File: src/rtl/blk_sched_pkg.sv
// Shared constants and types for the SD block-buffer scheduler.
// RAM_BLOCKS_DEF : default number of 512-byte buffer blocks
// BLK_BYTES      : size of one buffer block in bytes
// stage_state_e  : per-stage ownership state (idle / holding a block)
package blk_sched_pkg;

    localparam int unsigned RAM_BLOCKS_DEF = 8;
    localparam int unsigned BLK_BYTES      = 512;

    typedef enum logic {
        ST_IDLE = 1'b0,
        ST_BUSY = 1'b1
    } stage_state_e;

endpackage : blk_sched_pkg

File: src/rtl/blk_stage.sv
// One pipeline stage of the block scheduler: owns at most one block at a time,
// walks its block pointer in FIFO order and flags done pulses with no block held.
// clk_i/rst_i   : clock, synchronous active-high reset (reset or clear)
// req_i, done_i : stage request and completion pulse
// avail_i       : registered source-counter is non-zero
// grant_o       : registered one-cycle grant
// busy_o, ptr_o : stage holds a block / index of that block
// take_o_c      : grant decision this cycle (source counter decrements)
// fin_o_c       : valid done this cycle (next counter increments)
// err_o_c       : done pulse with no block held
module blk_stage
    import blk_sched_pkg::*;
#(
    parameter int unsigned W = 3
) (
    input  logic         clk_i,
    input  logic         rst_i,
    input  logic         req_i,
    input  logic         done_i,
    input  logic         avail_i,
    output logic         grant_o,
    output logic         busy_o,
    output logic [W-1:0] ptr_o,
    output logic         take_o_c,
    output logic         fin_o_c,
    output logic         err_o_c
);

    stage_state_e state_q, state_d;
    logic [W-1:0] ptr_q, ptr_d;
    logic         grant_q, grant_d;

    // State, pointer and grant registers
    always_ff @(posedge clk_i) begin
        if (rst_i) begin
            state_q <= ST_IDLE;
            ptr_q   <= '0;
            grant_q <= 1'b0;
        end else begin
            state_q <= state_d;
            ptr_q   <= ptr_d;
            grant_q <= grant_d;
        end
    end

    // Grant / done handling; a done in the idle state blocks the grant that cycle
    always_comb begin
        state_d  = state_q;
        ptr_d    = ptr_q;
        grant_d  = 1'b0;
        take_o_c = 1'b0;
        fin_o_c  = 1'b0;
        err_o_c  = 1'b0;
        case (state_q)
            ST_IDLE: begin
                if (done_i) begin
                    err_o_c = 1'b1;
                end else if (req_i && avail_i) begin
                    take_o_c = 1'b1;
                    grant_d  = 1'b1;
                    state_d  = ST_BUSY;
                end
            end
            ST_BUSY: begin
                if (done_i) begin
                    fin_o_c = 1'b1;
                    ptr_d   = ptr_q + W'(1);
                    state_d = ST_IDLE;
                end
            end
            default: state_d = ST_IDLE;
        endcase
    end

    assign grant_o = grant_q;
    assign busy_o  = (state_q == ST_BUSY);
    assign ptr_o   = ptr_q;

endmodule : blk_stage

File: src/rtl/blk_sched.sv
// Buffer-block scheduler for the SD read -> OTP cipher -> SD write pipeline.
// Blocks circulate free -> raw -> enc -> free; each stage takes one block at a time.
// iclk, irst, iclear              : clock, sync reset, sync abort
// ird_req/ord_grant/ord_blk/ird_done  : read-path handshake
// ienc_req/oenc_grant/oenc_blk/ienc_done : cipher handshake
// iwr_req/owr_grant/owr_blk/iwr_done  : write-path handshake
// ofree_cnt, oall_free, oerr      : free-block count, all-idle flag, sticky error
module blk_sched
    import blk_sched_pkg::*;
#(
    parameter int unsigned RAM_BLOCKS = RAM_BLOCKS_DEF
) (
    input  logic                          iclk,
    input  logic                          irst,
    input  logic                          iclear,
    input  logic                          ird_req,
    output logic                          ord_grant,
    output logic [$clog2(RAM_BLOCKS)-1:0] ord_blk,
    input  logic                          ird_done,
    input  logic                          ienc_req,
    output logic                          oenc_grant,
    output logic [$clog2(RAM_BLOCKS)-1:0] oenc_blk,
    input  logic                          ienc_done,
    input  logic                          iwr_req,
    output logic                          owr_grant,
    output logic [$clog2(RAM_BLOCKS)-1:0] owr_blk,
    input  logic                          iwr_done,
    output logic [$clog2(RAM_BLOCKS):0]   ofree_cnt,
    output logic                          oall_free,
    output logic                          oerr
);

    localparam int unsigned W  = $clog2(RAM_BLOCKS);
    localparam int unsigned CW = W + 1;

    logic          rst;
    logic [CW-1:0] n_free_q, n_free_d;
    logic [CW-1:0] n_raw_q, n_raw_d;
    logic [CW-1:0] n_enc_q, n_enc_d;
    logic          all_free_q, all_free_d;
    logic          err_q, err_d;

    logic rd_busy, rd_take, rd_fin, rd_err;
    logic enc_busy, enc_take, enc_fin, enc_err;
    logic wr_busy, wr_take, wr_fin, wr_err;
    logic any_busy_nx;

    assign rst = irst | iclear;

    blk_stage #(.W(W)) u_rd (
        .clk_i    (iclk),
        .rst_i    (rst),
        .req_i    (ird_req),
        .done_i   (ird_done),
        .avail_i  (n_free_q != '0),
        .grant_o  (ord_grant),
        .busy_o   (rd_busy),
        .ptr_o    (ord_blk),
        .take_o_c (rd_take),
        .fin_o_c  (rd_fin),
        .err_o_c  (rd_err)
    );

    blk_stage #(.W(W)) u_enc (
        .clk_i    (iclk),
        .rst_i    (rst),
        .req_i    (ienc_req),
        .done_i   (ienc_done),
        .avail_i  (n_raw_q != '0),
        .grant_o  (oenc_grant),
        .busy_o   (enc_busy),
        .ptr_o    (oenc_blk),
        .take_o_c (enc_take),
        .fin_o_c  (enc_fin),
        .err_o_c  (enc_err)
    );

    blk_stage #(.W(W)) u_wr (
        .clk_i    (iclk),
        .rst_i    (rst),
        .req_i    (iwr_req),
        .done_i   (iwr_done),
        .avail_i  (n_enc_q != '0),
        .grant_o  (owr_grant),
        .busy_o   (wr_busy),
        .ptr_o    (owr_blk),
        .take_o_c (wr_take),
        .fin_o_c  (wr_fin),
        .err_o_c  (wr_err)
    );

    // Busy state each stage will hold after this edge
    assign any_busy_nx = (rd_take  | (rd_busy  & ~rd_fin))
                       | (enc_take | (enc_busy & ~enc_fin))
                       | (wr_take  | (wr_busy  & ~wr_fin));

    // Net counter update: every take and finish in a cycle applies together
    always_comb begin
        n_free_d   = n_free_q - CW'(rd_take)  + CW'(wr_fin);
        n_raw_d    = n_raw_q  - CW'(enc_take) + CW'(rd_fin);
        n_enc_d    = n_enc_q  - CW'(wr_take)  + CW'(enc_fin);
        all_free_d = (n_free_d == CW'(RAM_BLOCKS)) && !any_busy_nx;
        err_d      = err_q | rd_err | enc_err | wr_err;
    end

    // Counter and status registers
    always_ff @(posedge iclk) begin
        if (rst) begin
            n_free_q   <= CW'(RAM_BLOCKS);
            n_raw_q    <= '0;
            n_enc_q    <= '0;
            all_free_q <= 1'b1;
            err_q      <= 1'b0;
        end else begin
            n_free_q   <= n_free_d;
            n_raw_q    <= n_raw_d;
            n_enc_q    <= n_enc_d;
            all_free_q <= all_free_d;
            err_q      <= err_d;
        end
    end

    assign ofree_cnt = n_free_q;
    assign oall_free = all_free_q;
    assign oerr      = err_q;

endmodule : blk_sched

File: config.mk
export PLATFORM = sky130hd
export DESIGN_NAME = blk_sched
export DESIGN_NICKNAME = d
export VERILOG_FILES = /design/src/rtl/blk_sched_pkg.sv /design/src/rtl/blk_stage.sv /design/src/rtl/blk_sched.sv
export SDC_FILE = /design/constraint.sdc
export NUM_CORES = 1
export LEC_CHECK = 0
export BUFFER_PORTS_ARGS = -buffer_cell sky130_fd_sc_hd__clkbuf_2
export CELL_PAD_IN_SITES_DETAIL_PLACEMENT = 1
export CELL_PAD_IN_SITES_GLOBAL_PLACEMENT = 2
export CORE_MARGIN = 2
export CORE_UTILIZATION = 37
export CTS_CLUSTER_DIAMETER = 120
export DETAILED_ROUTE_END_ITERATION = 16
export PLACE_DENSITY_LB_ADDON = 0.1
export SLEW_MARGIN = 10
export SYNTH_ARGS = -nofsm -noshare
export SYNTH_HDL_FRONTEND = slang
export SYNTH_HIERARCHICAL = 1
export SYNTH_SLANG_ARGS = --single-unit
File: constraint.sdc
create_clock -name iclk -period 6.7 [get_ports iclk]
set_clock_uncertainty 0.05 [all_clocks]
set_input_delay 0.67 -clock iclk [delete_from_list [all_inputs] [get_ports iclk]]
set_output_delay 0.67 -clock iclk [all_outputs]
set_load 0.05 [all_outputs]
==> results of run 1 <==
==> cell usage in the layout, fill, tap and decap left out, drive strengths merged, types with 3 or more instances in the layout <==
master	synthesis	final
nor3	7	7
nand3b	3	3
fa	3	3
and2	9	9
ha	18	18
mux2	3	3
nor4	4	4
a21oi	13	13
inv	22	22
nor2	10	10
nand3	9	9
xnor2	6	6
dfxtp	29	29
clkbuf	0	33
and2b	3	3
nand2	4	4
nor2b	3	3
a21bo	6	6
a21o	3	3
==> worst register-to-register path: stages, from the launching register on <==
cell	delay, ns
dfxtp_1	0.33
inv_1	0.06
ha_1	0.20
nand3_1	0.10
nand2_1	0.08
nor3_1	0.23
ha_1	0.28
inv_1	0.05
ha_1	0.18
fa_1	0.44
nor3_1	0.20
a41oi_1	0.16
a21oi_2	0.12
==> state kept, by name, indices dropped and copies added (netlist names) <==
signal and flops:
u_wr/ptr_o 3, oerr 1, u_enc/busy_o 1, u_wr/busy_o 1
u_rd/busy_o 1, oall_free 1, u_enc/grant_o 1, u_rd/grant_o 1
n_enc_q 4, n_raw_q 4, u_rd/ptr_o 3, ofree_cnt 4
u_enc/ptr_o 3, u_wr/grant_o 1
==> through the flow <==
step                      hold WS, ns  std cells  utilization  setup WS, ns
after floorplan                0.4982        164            -         4.010
after global placement         0.4283        236       0.4076         4.054
after detailed placement       0.4414        236       0.4076         3.986
after CTS                      0.4557        243       0.4277         4.121
after global routing           0.4985        243       0.4277         3.886
final                          0.4444        243       0.4277         4.161
==> layer usage <==
layer / track usage / wire length (microns)
met4: 0.05128 / 47
met2: 0.2631 / 1638
met5: 0 / 0
met3: 0.04329 / 115
met1: 0.1701 / 1358
==> final cells by class <==
type	count	area, sq um	share of cell area
Sequential cell	29	580.6	0.3161
Inverter	22	82.58	0.04496
Tap cell	52	65.06	0.03542
Timing Repair Buffer	26	130.1	0.07084
Multi-Input combinational cell	107	892.1	0.4857
Clock buffer	7	86.33	0.04700
==> cells by family after synthesis <==
logic type / count (synthesis) / share of synthesized area
adder cells (fa/ha/maj): 21 / 0.1758
flip-flops: 29 / 0.3578
buffers and inverters: 28 / 0.09252
AND/OR/NAND/NOR: 52 / 0.2035
multiplexers: 3 / 0.02775
AO/OA/AOI/OAI: 25 / 0.1103
XOR/XNOR: 6 / 0.03238
==> final timing paths <==
kind	startpoint	to	slack [ns]
max	ofree_cnt[2]	oall_free	4.16
min	oerr	oerr	0.44
max reg2reg	ofree_cnt[2]	oall_free	4.16
min reg2reg	oerr	oerr	0.44
==> power groups by stage <==
stage	registers, mW	logic [mW]	clock network (mW)
2_1_floorplan	0.194	0.0279	0
3_3_place_gp	0.183	0.0491	0
3_5_place_dp	0.183	0.0506	0
4_1_cts	0.179	0.0510	0.150
5_1_grt	0.180	0.0555	0.156
6_report	0.179	0.0498	0.142
==> flow_summary.yaml, run 1 <==
timing:
  maxSlewHeadroom: 0.7023
  finalMaxSlewViolations: 0
  setup_tns_ns: 0
  tightestPinTransition_ns: 0.4460
  fmax_mhz: 393.8
  final_hold_viol_count: 0
  fin_crit_ns: 2.539
  setup_viol: 0
  fin_crit_sh: 0.3790
  rsz0062_at_grt: "false"
detailed_routing:
  viasPerCell: 4.885
  drc: 0
  vias: 1187
  wl_mm: 3.160
  drtAntennaViolNets: 0
  drt_pass1_iterations: 2
  wire_per_inst_microns: 13.00
  drtIter0Drc: 29
yosys:
  synth_top_area_frac: 0.3577
  synth_largest_area_cell: "dfxtp_1"
  synth_nets: 194
  ys.flop_type: "dfxtp_1"
  async_flop_share: 0
  yosysSeqAreaShare: 0.3577
  ys_types: 27
  synth_warnings: 6
  yosysMostFrequentCell: "dfxtp_1"
  synth_edf_count: 0
  ys_seq_elements: 29
  yosys-top-cells-area: "dfxtp_1 (36%), ha_1 (14%), inv_1 (4.6%)"
  ys_top_cells_by_count: "dfxtp_1 (29), inv_1 (20), ha_1 (18)"
  postSynthCellCount: 164
  syn_area_per_cell_sq_um: 9.895
  syn_area_sq_um: 1623
setup_path:
  crit_path_max_incr_delay_ns: 0.44
  cp.depth: 12
  crit_chain: "inv_1, ha_1, nand3_1, nand2_1, nor3_1, ha_1, inv_1, ha_1, fa_1, nor3_1, a41oi_1, a21oi_2"
  cp.arrival_ns: 2.70
  critPathMostFrequentCell: "ha_1"
  critPathMaxFanout: 2
  crit_family: "adder cells"
  start_kind: "flip-flop"
  path_class: "reg -> reg"
  end_kind: "flip-flop"
  reg2reg_depth: 12
  cp_data_required_time_ns: 6.86
  worst_path_max_delay_cell: "fa_1"
  path_buf_inv: 2
global_route:
  antenna_found_initial: 0
  overflow: 0
  grt_pass1_wl_mm: 5.740
  grt_start_max_net_pins: 26
  grt_usage: 0.1490
  grt_pass1_vias: 1254
finish:
  syn_to_final_growth_pct: 13.18
  diodes: 0
  fillers: 517
  design_area_sq_um: 1837
  layout-drive-gt1-share: 0.2880
  final_net_count: 221
pwr:
  netSwitchingPower_mw: 0.09726
  sw_frac_of_total: 0.2620
  ir_drop_v: 0.00008301
  power_density_nw_per_um2: 202.1
  sequentialPowerShare: 0.482
  power_frac_clock: 0.383
  power_mw: 0.3712
  p_leak_nw: 0.8090
  comb_power_share: 0.134
  p_int_mw: 0.2740
die:
  initial_core_util: 0.3779
  core_area_sq_um: 4294
  row_count: 24
  die-area_sq_um: 4932
  die_width_microns: 70.23
  die_y_microns: 70.23
  pin_count: 27
status:
  outcome: "finished clean"
clock_tree:
  cts-root-buf: "clkbuf_8"
  cts_tree: "built"
  cts_max_level: 2
  cts_sinks: 29
  cts_setup_buffers: 0
  ctsResizeCount: 0
  path_clk_slew_ns: 0.06
  cts_made_buffers: 5
  postCtsHoldBufs: 0
  clkLatencyLatePin_ns: 0.27
  cts_buffer_depth: 2
placed_design:
  routabilityCongestion: 0.7110
  dp_hpwl_mm: 2.464
  place_area_sq_um: 1750
  port_buffers: 26
min_path:
  hp-class: "reg -> reg"
  holdPathStages: 2
run:
  cap_viol_max_count: 0
(Power assumes the default switching activity.)
==> inputs of run 2 (changes only) <==
- CORE_UTILIZATION: 37 -> 31
- clock period: 6.7 -> 2.18 ns (I/O delays scaled with it)
==> run 2 against run 1 <==
The run now ends with negative setup slack left; wire length grew 19%; first-iteration DRC count grew 28%; die area up 18%; register-to-register slack got worse by 4.3 ns; utilization increased by 1.5 points; maximum frequency increased by 12%.
==> flow_summary.yaml, run 2 (synthesis results as in run 1) <==
status:
  outcome: "finished with violations"
  violations: "negative setup slack"
finish:
  final_net_count: 244
  layout-drive-gt1-share: 0.5581
  final_cell_mix: "clkbuf_2 (26), dfxtp_1 (23), buf_4 (23), inv_1 (12)"
  final_common_cell: "clkbuf_2"
  syn_to_final_growth_pct: 38.47
  diodes: 0
setup_path:
  cp.arrival_ns: 2.44
  critPathMaxFanout: 2
  cp_data_required_time_ns: 2.34
  crit_chain: "inv_4, ha_4, nand3_2, nand2_2, nor3_4, ha_1, inv_2, ha_4, fa_1, nor3_2, a41oi_2, a21oi_2"
  rr_startpoint: "ofree_cnt[2]"
  path_buf_inv: 2
  critPathLaunch: "ofree_cnt[2]"
  start_kind: "flip-flop"
  end_kind: "flip-flop"
  worst_path_max_delay_cell: "fa_1"
  crit_path_max_incr_delay_ns: 0.41
  critPathMostFrequentCell: "ha_4"
  crit_family: "adder cells"
  path_class: "reg -> reg"
clock_tree:
  cts_made_buffers: 5
  cts_tree: "built"
  cts_max_level: 2
  postCtsHoldBufs: 0
  path_clk_slew_ns: 0.06
  cts_buffer_depth: 2
  cts_sinks: 29
  clkLatencyLatePin_ns: 0.28
  cts-root-buf: "clkbuf_8"
detailed_routing:
  drt_pass1_iterations: 3
  drtAntennaViolNets: 0
  vias: 1281
  drc: 0
  viasPerCell: 4.495
  wire_per_inst_microns: 13.19
  wl_mm: 3.758
  drtIter0Drc: 37
timing:
  finalMaxSlewViolations: 0
  fmax_mhz: 440.3
  fin_ws_ns: -0.09097
  fin_crit_ns: 2.271
  fin_crit_sh: 1.042
  rsz0062_at_grt: "true"
  tightestPinTransition_ns: 0.4748
  maxSlewHeadroom: 0.6830
  setup_tns_ns: -0.1318
  final_hold_viol_count: 0
  setup_viol: 2
placed_design:
  dp_hpwl_mm: 2.732
  routabilityCongestion: 0.7079
  port_buffers: 26
  pre_cts_ws_ns: -0.1835
global_route:
  antenna_found_initial: 0
  grt_usage: 0.1347
  grt_pass1_wl_mm: 6.341
  grt_start_max_net_pins: 26
  grt_pass1_vias: 1386
  overflow: 0
min_path:
  hp-class: "in -> reg"
  hold_start: "irst"
die:
  initial_core_util: 0.3198
  row_count: 26
  die-area_sq_um: 5829
  die_width_microns: 76.35
  pin_count: 27
  core_area_sq_um: 5075
  die_y_microns: 76.35
pwr:
  power_mw: 1.263
  power_density_nw_per_um2: 562.1
  ir_drop_v: 0.0002573
  p_leak_nw: 0.9506
run:
  cap_viol_max_count: 0
==> run 2: changes by cell type in the layout (fill, tap and decap cells not counted), sizes merged <==
cell / change
buf: +23
clkinv: +1
==> run 2: what timing repair did <==
item | in CTS | in global routing
resized for setup | 9 | 26
hold endpoints to repair | 0 | 0
pin swaps | 9 | 20
cloned | 0 | 0
setup endpoints to repair | 9 | 9
buffers inserted | 4 | 3
==> run 2: routing by layer <==
layer | GRT usage | part of all wire | vias up
met2 | 0.2558 | 0.55 | 17
li1 | - | - | 643
met1 | 0.1434 | 0.40 | 616
met5 | 0 | 0 | -
met3 | 0.03910 | 0.037 | 5
met4 | 0.03818 | 0.013 | 0
==> run 2: layout make-up <==
| type | instances | area [sq um] |
|---|---|---|
| Clock buffer | 7 | 96.34 |
| Clock inverter | 1 | 5.005 |
| Fill cell | 604 | 2828 |
| Inverter | 22 | 85.08 |
| Multi-Input combinational cell | 107 | 1075 |
| Sequential cell | 29 | 595.6 |
| Tap cell | 70 | 87.58 |
| Timing Repair Buffer | 49 | 302.8 |
==> run 2: report_power, final <==
part	internal (mW)	switching [mW]	total, mW
sequential	0.542	0.00748	0.550
clock	0.285	0.204	0.488
combinational	0.0957	0.130	0.225
total	0.923	0.341	1.26
==> run 2: path summary, 6_finish.rpt <==
path	endpoint	slack, ns	cells after the start
setup / recovery	oall_free	-0.09	12
hold / removal	ofree_cnt[3]	0.16	3
setup reg to reg	oall_free	-0.09	12
hold reg to reg	oerr	0.44	2
==> run 2: tightest hold or removal path, stage by stage <==
cell,delay (ns)
clkbuf_2,0.10
nor2_4,0.06
nand2_1,0.07
==> run 2: stage by stage <==
stage	cell area, sq um	hold slack, ns	utilization	std cells
detailed placement	1936	0.4303	0.3814	270
global route	2247	0.1582	0.4428	285
floorplan	1665	0.2678	-	164
global placement	1936	0.4179	0.3814	270
CTS	2121	0.1512	0.4179	282
finish	2247	0.1557	0.4428	285
